### src/rtl/sram_rd_streamer.sv
// Streams N consecutive 64-bit words out of a single-port SRAM into a ready/valid
// beat stream, with a small credit-limited FIFO absorbing downstream back-pressure.
module sram_rd_streamer #(
    parameter int MAX_ADDR_WIDTH = 32,
    parameter int SRAM_WIDTH_O   = 64,
    parameter int LEN_WIDTH      = 16,
    parameter int FIFO_DEPTH     = 4
) (
    input  logic                      clk_i,
    input  logic                      rst_n_i,
    input  logic                      start_i,
    input  logic [MAX_ADDR_WIDTH-1:0] base_addr_i,
    input  logic [LEN_WIDTH-1:0]      num_beats_i,
    output logic                      busy_o,
    output logic                      done_o,
    output logic                      sram_en_o,
    output logic                      sram_we_o,
    output logic [MAX_ADDR_WIDTH-1:0] sram_addr_o,
    output logic [SRAM_WIDTH_O-1:0]   sram_wdata_o,
    input  logic [SRAM_WIDTH_O-1:0]   sram_rdata_i,
    output logic                      m_valid_o,
    input  logic                      m_ready_i,
    output logic [SRAM_WIDTH_O-1:0]   m_data_o,
    output logic                      m_last_o
);

    localparam int PTR_W = (FIFO_DEPTH > 1) ? $clog2(FIFO_DEPTH) : 1;
    localparam int CNT_W = PTR_W + 1;

    typedef enum logic [1:0] {IDLE, RUN, DRAIN} state_e;

    state_e                    state_q, state_d;
    logic [MAX_ADDR_WIDTH-1:0] addr_q, addr_d;
    logic [LEN_WIDTH-1:0]      total_q, total_d;
    logic [LEN_WIDTH-1:0]      issuedCnt_q, issuedCnt_d;
    logic [LEN_WIDTH-1:0]      beatCnt_q, beatCnt_d;
    logic                      done_q, done_d;
    logic                      inflight_q;
    logic [CNT_W-1:0]          fifoCount_q;
    logic [PTR_W-1:0]          wrPtr_q, rdPtr_q;
    logic [SRAM_WIDTH_O-1:0]   mem_q [FIFO_DEPTH];

    logic             creditOk;
    logic             issue;
    logic             push;
    logic             pop;
    logic             headIsLast;
    logic [CNT_W-1:0] occupancy;

    // A read is only issued if its data is guaranteed a free slot when it returns,
    // which is what lets the FIFO write be unconditional.
    assign occupancy  = fifoCount_q + CNT_W'(inflight_q);
    assign creditOk   = occupancy < CNT_W'(FIFO_DEPTH);
    assign issue      = (state_q == RUN) && (issuedCnt_q < total_q) && creditOk;
    assign push       = inflight_q;
    assign pop        = m_valid_o && m_ready_i;
    assign headIsLast = (beatCnt_q == total_q - LEN_WIDTH'(1));

    assign busy_o       = (state_q != IDLE);
    assign done_o       = done_q || ((state_q == DRAIN) && pop && m_last_o);
    assign sram_en_o    = issue;
    assign sram_we_o    = 1'b0;
    assign sram_addr_o  = issue ? addr_q : '0;
    assign sram_wdata_o = '0;
    assign m_valid_o    = (fifoCount_q != '0);
    assign m_data_o     = m_valid_o ? mem_q[rdPtr_q] : '0;
    assign m_last_o     = m_valid_o && headIsLast;

    always_comb begin
        state_d     = state_q;
        addr_d      = addr_q;
        total_d     = total_q;
        issuedCnt_d = issuedCnt_q;
        beatCnt_d   = beatCnt_q;
        done_d      = 1'b0;

        if (pop) begin
            beatCnt_d = beatCnt_q + LEN_WIDTH'(1);
        end

        case (state_q)
            IDLE: begin
                if (start_i) begin
                    if (num_beats_i != '0) begin
                        addr_d      = base_addr_i;
                        total_d     = num_beats_i;
                        issuedCnt_d = '0;
                        beatCnt_d   = '0;
                        state_d     = RUN;
                    end else begin
                        done_d = 1'b1;
                    end
                end
            end
            RUN: begin
                if (issue) begin
                    issuedCnt_d = issuedCnt_q + LEN_WIDTH'(1);
                    addr_d      = addr_q + MAX_ADDR_WIDTH'(8);
                    if (issuedCnt_q == total_q - LEN_WIDTH'(1)) begin
                        state_d = DRAIN;
                    end
                end
            end
            DRAIN: begin
                if (pop && m_last_o) begin
                    state_d = IDLE;
                end
            end
            default: state_d = IDLE;
        endcase
    end

    always_ff @(posedge clk_i or negedge rst_n_i) begin
        if (!rst_n_i) begin
            state_q     <= IDLE;
            addr_q      <= '0;
            total_q     <= '0;
            issuedCnt_q <= '0;
            beatCnt_q   <= '0;
            done_q      <= 1'b0;
            inflight_q  <= 1'b0;
        end else begin
            state_q     <= state_d;
            addr_q      <= addr_d;
            total_q     <= total_d;
            issuedCnt_q <= issuedCnt_d;
            beatCnt_q   <= beatCnt_d;
            done_q      <= done_d;
            inflight_q  <= issue;
        end
    end

    always_ff @(posedge clk_i or negedge rst_n_i) begin
        if (!rst_n_i) begin
            fifoCount_q <= '0;
            wrPtr_q     <= '0;
            rdPtr_q     <= '0;
        end else begin
            if (push) begin
                wrPtr_q <= wrPtr_q + PTR_W'(1);
            end
            if (pop) begin
                rdPtr_q <= rdPtr_q + PTR_W'(1);
            end
            if (push && !pop) begin
                fifoCount_q <= fifoCount_q + CNT_W'(1);
            end else if (!push && pop) begin
                fifoCount_q <= fifoCount_q - CNT_W'(1);
            end
        end
    end

    // Storage is left unreset; the count and pointers alone decide what is visible.
    always_ff @(posedge clk_i) begin
        if (push) begin
            mem_q[wrPtr_q] <= sram_rdata_i;
        end
    end

endmodule

### config.mk
export PLATFORM = sky130hd
export DESIGN_NAME = sram_rd_streamer
export DESIGN_NICKNAME = d
export VERILOG_FILES = /design/src/rtl/sram_rd_streamer.sv
export SDC_FILE = /design/constraint.sdc
export NUM_CORES = 1
export LEC_CHECK = 0
export BUFFER_PORTS_ARGS = -buffer_cell sky130_fd_sc_hd__buf_2
export CAP_MARGIN = 20
export CORE_MARGIN = 10
export CORE_UTILIZATION = 45
export CTS_BUF_LIST = sky130_fd_sc_hd__clkbuf_2 sky130_fd_sc_hd__clkbuf_4 sky130_fd_sc_hd__clkbuf_8
export DETAILED_ROUTE_END_ITERATION = 7
export PLACE_DENSITY = 0.66
export SYNTH_ARGS = -nofsm -noshare
export SYNTH_HDL_FRONTEND = slang
export SYNTH_SLANG_ARGS = --single-unit
export TNS_END_PERCENT = 20
### constraint.sdc
create_clock -name clk_i -period 5 [get_ports clk_i]
set_clock_uncertainty 0.05 [all_clocks]
set_input_delay 0.25 -clock clk_i [delete_from_list [all_inputs] [get_ports clk_i]]
set_output_delay 0.25 -clock clk_i [all_outputs]
set_load 0.01 [all_outputs]
### After elaboration in Yosys (flattened, before gate mapping)

Memories as Yosys holds them, arrays and structs flattened.
Cells that the tools add are included.

| storage, ports and cells | value |
|---|---|
| output and inout bits | 166 |
| memory bits (writable) | 256 |
| input bits | 116 |
| memories kept | 1 |
| memory bits (read-only) | 0 |
| bits in latches | 0 |
| word-level logic and storage cells | 79 |
| register bits after elaboration | 91 |

| operators by class | value |
|---|---|
| $mul | 0 |
| mux-type cells | 27 |
| bitwise operators | 0 |
| divide/modulo/power cells | 0 |
| equality and inequality tests | 9 |
| reductions and logical operators | 21 |
| add/subtract/negate cells | 9 |
| magnitude comparators | 2 |
| shift-type cells | 0 |

Memories:

| name | depth | bits a word | read ports | clocked after memory_dff | write ports | line | source |
|---|---|---|---|---|---|---|---|
| mem_q | 4 | 64 | 1 | 0 | 1 | 41 | `logic [SRAM_WIDTH_O-1:0] mem_q [FIFO_DEPTH];` |

Operators with widths:

| operator | count |
|---|---|
| 2-to-1 mux 32 bit | 4 |
| 2-to-1 mux 16 bit | 7 |
| 2-to-1 mux 64 bit | 1 |
| case mux 32 bit (2 select lines) | 1 |
| adder 16 x 1 -> 16 bit (second input constant) | 2 |
| adder 32 x 4 -> 32 bit (second input constant) | 1 |
| equality test 16 bit | 2 |
| case mux 16 bit (2 select lines) | 1 |
| < comparator 16 bit | 1 |
| nonzero test 16 bit | 1 |
| subtractor 16 x 1 -> 16 bit (second input constant) | 1 |
| 2-to-1 mux 2 bit | 5 |
| logical AND 1 bit | 9 |
| 2-to-1 mux 3 bit | 2 |
| != test 2 bit (second input constant) | 3 |
| case mux 2 bit (3 select lines) | 1 |
| nonzero test 2 bit | 3 |
| 2-to-1 mux 1 bit | 5 |
| AND reduction 5 bit | 1 |
| adder 2 x 1 -> 2 bit (second input constant) | 2 |
| != test 2 x 1 -> 1 bit (second input constant) | 2 |
| AND reduction 4 bit | 1 |
| adder 3 x 1 -> 3 bit | 1 |
| adder 3 x 1 -> 3 bit (second input constant) | 1 |
| 9 further kinds | 10 |

### Depth between registers and ports, before layout

| depth | value |
|---|---|
| depth after elaboration | 6 |
| depth in mapped cells | 11 |
| gate-level depth less buffers | 9 |

### Least setup slack after synthesis

OpenSTA, ideal clock, no wires.

| timing | value |
|---|---|
| kind | flip-flop to flip-flop |
| start | register total_q[4] |
| end | register issuedCnt_q[11] |
| library setup time | 78 ps |
| setup slack | 2130 ps |
| data required time | 4872 ps |
| period minus slack after synthesis | 2870 ps |
| buffers on the path | 3 |
| stages on the path, launching flop included | 12 |
| data arrival time | 2742 ps |
| cell sequence | dfrtp_1 > clkbuf_1 > clkbuf_1 > inv_1 > ha_1 > o2111ai_1 > a21oi_1 > o21ai_1 > nand4_1 > clkbuf_1 > or4_1 > a21oi_1 |

| between the ends | value |
|---|---|
| longest elaborated chain between the ends | 5 |

Ends and longest elaborated chain:

| what | line | source |
|---|---|---|
| start, declared | 34 | `logic [LEN_WIDTH-1:0] total_q, total_d;` |
| start signal, assigned | 125 | `total_q <= total_d;` |
| < comparator 16 bit | 54 | `assign issue = (state_q == RUN) && (issuedCnt_q < total_q) && creditOk;` |
| logical AND 1 bit (2 in a row) | 54 |  |
| != test 2 bit (no line) | - |  |
| AND reduction 4 bit (no line) | - |  |
| end signal, assigned | 126 | `issuedCnt_q <= issuedCnt_d;` |
| end, declared | 35 | `logic [LEN_WIDTH-1:0] issuedCnt_q, issuedCnt_d;` |

No other way between the ends.
A chain may end at the register's enable or synchronous reset.

### Worst setup path after layout

| timing | value |
|---|---|
| start | register total_q[0] |
| end | output port done_o |

| between the ends | value |
|---|---|
| longest elaborated chain between the ends | 5 |

Ends and longest elaborated chain:

| what | line | source |
|---|---|---|
| subtractor 16 x 1 -> 16 bit | 57 | `assign headIsLast = (beatCnt_q == total_q - LEN_WIDTH'(1));` |
| equality test 16 bit | 57 |  |
| logical AND 1 bit | 67 | `assign m_last_o = m_valid_o && headIsLast;` |
| logical AND 1 bit | 60 | `assign done_o = done_q \|\| ((state_q == DRAIN) && pop && m_last_o);` |
| logical OR 1 bit | 60 |  |
| end, declared | 15 | `output logic done_o,` |

No other way between the ends.

==> results.md <==
- CP Data Required Time: 4.70 ns
- TritonCTS clock tree: done
- IO Pins: ~280
- Worst Hold Class: in2reg
- Startpoint types: flop
- Via count: 11,321
- Share of the synthesized area in the top cell type: 0.469
- Die Width: around 210 um
- Largest net degree at the start of global routing: 66
- Crit Reg-Reg Startpoint: total_q[4]
- Final period util: 0.865
- Max-slew violations: 0
- Internal: around 4800 uW
- Worst path arrival time: 4.02 ns
- CTS buffer count: 59
- Die Height: 211 um
- DR pass1 iterations: 5
- WS Path Type: reg2out
- Mapped Cells: between 1,000 and 1,500
- # rows: 69
- CP top delay family: simple AND/OR/NAND/NOR gates
- HPWL after DPL: between 20 and 30 mm
- IO Port Bufs: 216
- CTS clk-pin slew, worst paths: 0.06 ns
- Initial Util: 0.458
- Placed cells: 1,845
- Power Dens Cells: 306 nW/um2
- Worst Setup SP: total_q[0]
- P_leak: 0.00800 uW
- Nets: between 1,500 and 2,000
- Final Hold Viols: 0
- Slowest CP cell: nor4b_2
- Tmin final: 4.32 ns
- Remaining antenna violation count: 0
- First-pass GRT wire length: 66.9 mm
- Sequential Power Share: 0.512
- Area of the core: 35,700 um2
- Crit-path max FO: 7
- Unrepaired setup endpoints after global routing: no
- H-tree depth: 2
- Outcome: complete, no violations
- GRT Util Overall: 0.190
- Routed length per instance: 20.6 um
- Vias in the first global route: 11,865
- CTS max path bufs: 3
- Via/cell ratio: ~5.5
- Max Freq: approximately 230 MHz
- Slew margin rel.: 0.373
- FILL cells: 2,922
- Worst Setup End Kind: output port
- Final core utilization: 0.562
- Die ar.: between 40,000 and 50,000 um2
- Primary FF master, synth: edfxtp_1
- Synth warn: 0
- Worst-Skew Late Latency: 0.65 ns
- Post-Layout Cell Count: about 2,100
- Area leader, netlist: edfxtp_1
- Initial DRC Count: 624
- Top cells by area, synth: edfxtp_1 (47%), dfrtp_1 (14%), mux4_2 (8.8%)
- Layout cells sized above 1: 0.264
- Register area share after synthesis: 0.608
- Placer Congestion: 0.925
- CP cell instances: inv_1 > ha_1 > nor4b_2 > nand2_1 > or4_1 > a22oi_1 > nand4_1 > nor4_1 > a31o_2 > buf_2
- Post-synth EDFFs: between 200 and 300
- WP buf/inv: 2
- FFs w/ async S/R, synth: 0.262
- Post-CTS resize count: 0
- Hold_sp: m_ready_i
- Avg Cell Area, Syn: 13.4 um2
- Net Switching: 1320 uW
- Yosys cell types: 66
- Final TNS setup: 0 ns
- Routed wire length: between 40 and 50 mm
- Worst vdd ir: around 0.26 mV
- Switching share of power: 0.215
- Sink Count: 347
- DRC: 0
- Final setup viols: 0
- Synthesized flop and latch total: roughly 350
- Gate power share: 0.049
- Hold WS: 0.0584 ns
- Total grt overflow: 0
- Initial antenna violation count: 1
- Area grow syn2layout: 22.7%
- Root buf cell: clkbuf_8
- CP max stage delay: 0.62 ns
- Clock Power Share: 0.439
- Syn Std Cell Area: around 16,000 um2
- MaxCap Viol Count: 0
- Tightest Pin Transition: about 0.94 ns
cell usage in the layout, fill, tap and decap left out, types with 5 or more instances in the layout:
master,instances
nor4_1,12
clkbuf_4,20
nor3_1,13
dlygate4sd3_1,115
inv_1,29
o211ai_1,5
edfxtp_1,256
and3_1,45
and2_1,67
or3_1,9
o21ai_0,62
ha_1,25
a21oi_1,61
nand3_1,26
dfrtp_1,89
xor2_1,29
xnor2_1,28
conb_1,65
buf_4,19
nand2_1,70
a31oi_1,10
nand4_1,22
o22ai_1,12
clkinv_2,6
or4_1,7
buf_2,215
and4_1,5
nor3b_1,5
nor2_1,53
clkbuf_8,66
o31ai_1,8
clkinv_1,7
mux4_2,64
mux2_2,6
what timing repair did:
item                                   in CTS  in global routing
endpoints found under the hold margin     366                  0
setup buffers                               0                  0
hold buffers                              115                  0
logic make-up after synthesis:
logic type	count (synthesis)	synth area share
buffers and inverters	167	0.0546
AND/OR/NAND/NOR	357	0.118
other	1	0.000229
multiplexers	74	0.0945
XOR/XNOR	60	0.0346
flip-flops	347	0.608
adder cells (fa/ha/maj)	26	0.0203
AO/OA/AOI/OAI	192	0.0693
cells in the mapped netlist (28+ instances only):
master,count
dfrtp_1,91
and3_1,45
clkbuf_1,59
a21oi_1,62
nor2_1,55
xor2_1,29
buf_4,65
and2_1,71
xnor2_1,28
inv_1,29
o21ai_0,63
mux4_2,64
nand2_1,70
edfxtp_1,256
flip-flops by register name (all words and copies together) (netlist names), 3 cells and up:
register     cells
issuedCnt_q     16
beatCnt_q       16
total_q         16
addr_q          32
fifoCount_q      3
mem_q          256
power groups by stage:
stage	Combinational, uW	Sequential [uW]	Clock, uW
after floorplan	166	3180	0
after global routing	335	3150	2880
after global placement	219	3200	0
after detailed placement	224	3200	0
final	302	3150	2700
after CTS	298	3150	2770
metal layers:
layer,share of wire,GRT usage
met1,0.42,0.242
met2,0.49,0.311
met3,0.068,0.0430
met4,0.025,0.0717
met5,0.00035,0
worst min-delay path: stages:
cell     delay, ns
buf_2         0.10
o31a_1        0.20
nand2_1       0.10
a21oi_1       0.06
through the flow:
| stage | power [uW] | setup WS, ns | area (um2) |
|---|---|---|---|
| finish | 6150 | 0.675 | 20100 |
| global route | 6370 | 0.371 | 20100 |
| CTS | 6210 | 0.633 | 20100 |
| detailed placement | 3430 | 1.36 | 17700 |
| global placement | 3420 | 1.44 | 17700 |
| floorplan | 3350 | 2.13 | 16600 |
final cells by class:
cell class                 count  area [um2]  share of cell area
inverter                      29         109             0.00541
timing repair buffer         350        2380               0.119
tap                          461         577              0.0287
antenna                        1        2.50            0.000124
multi-input combinational    774        5800               0.288
clock inverter                21         206              0.0103
clock buffer                  86        1060              0.0527
sequential                   347        9970               0.496
path summary, 6_finish.rpt:
| kind | end | slack, ns | depth (start not counted) |
|---|---|---|---|
| max reg2reg | issuedCnt_q[15] | 1.31 | 8 |
| max | done_o | 0.68 | 10 |
| min in group asynchronous | addr_q[0] | 0.20 | 2 |
| max in group asynchronous | rdPtr_q[1] | 3.71 | 3 |
| min | beatCnt_q[1] | 0.06 | 4 |
| min reg2reg | addr_q[2] | 0.46 | 1 |
No activity file was read; power rests on OpenSTA's default activity.
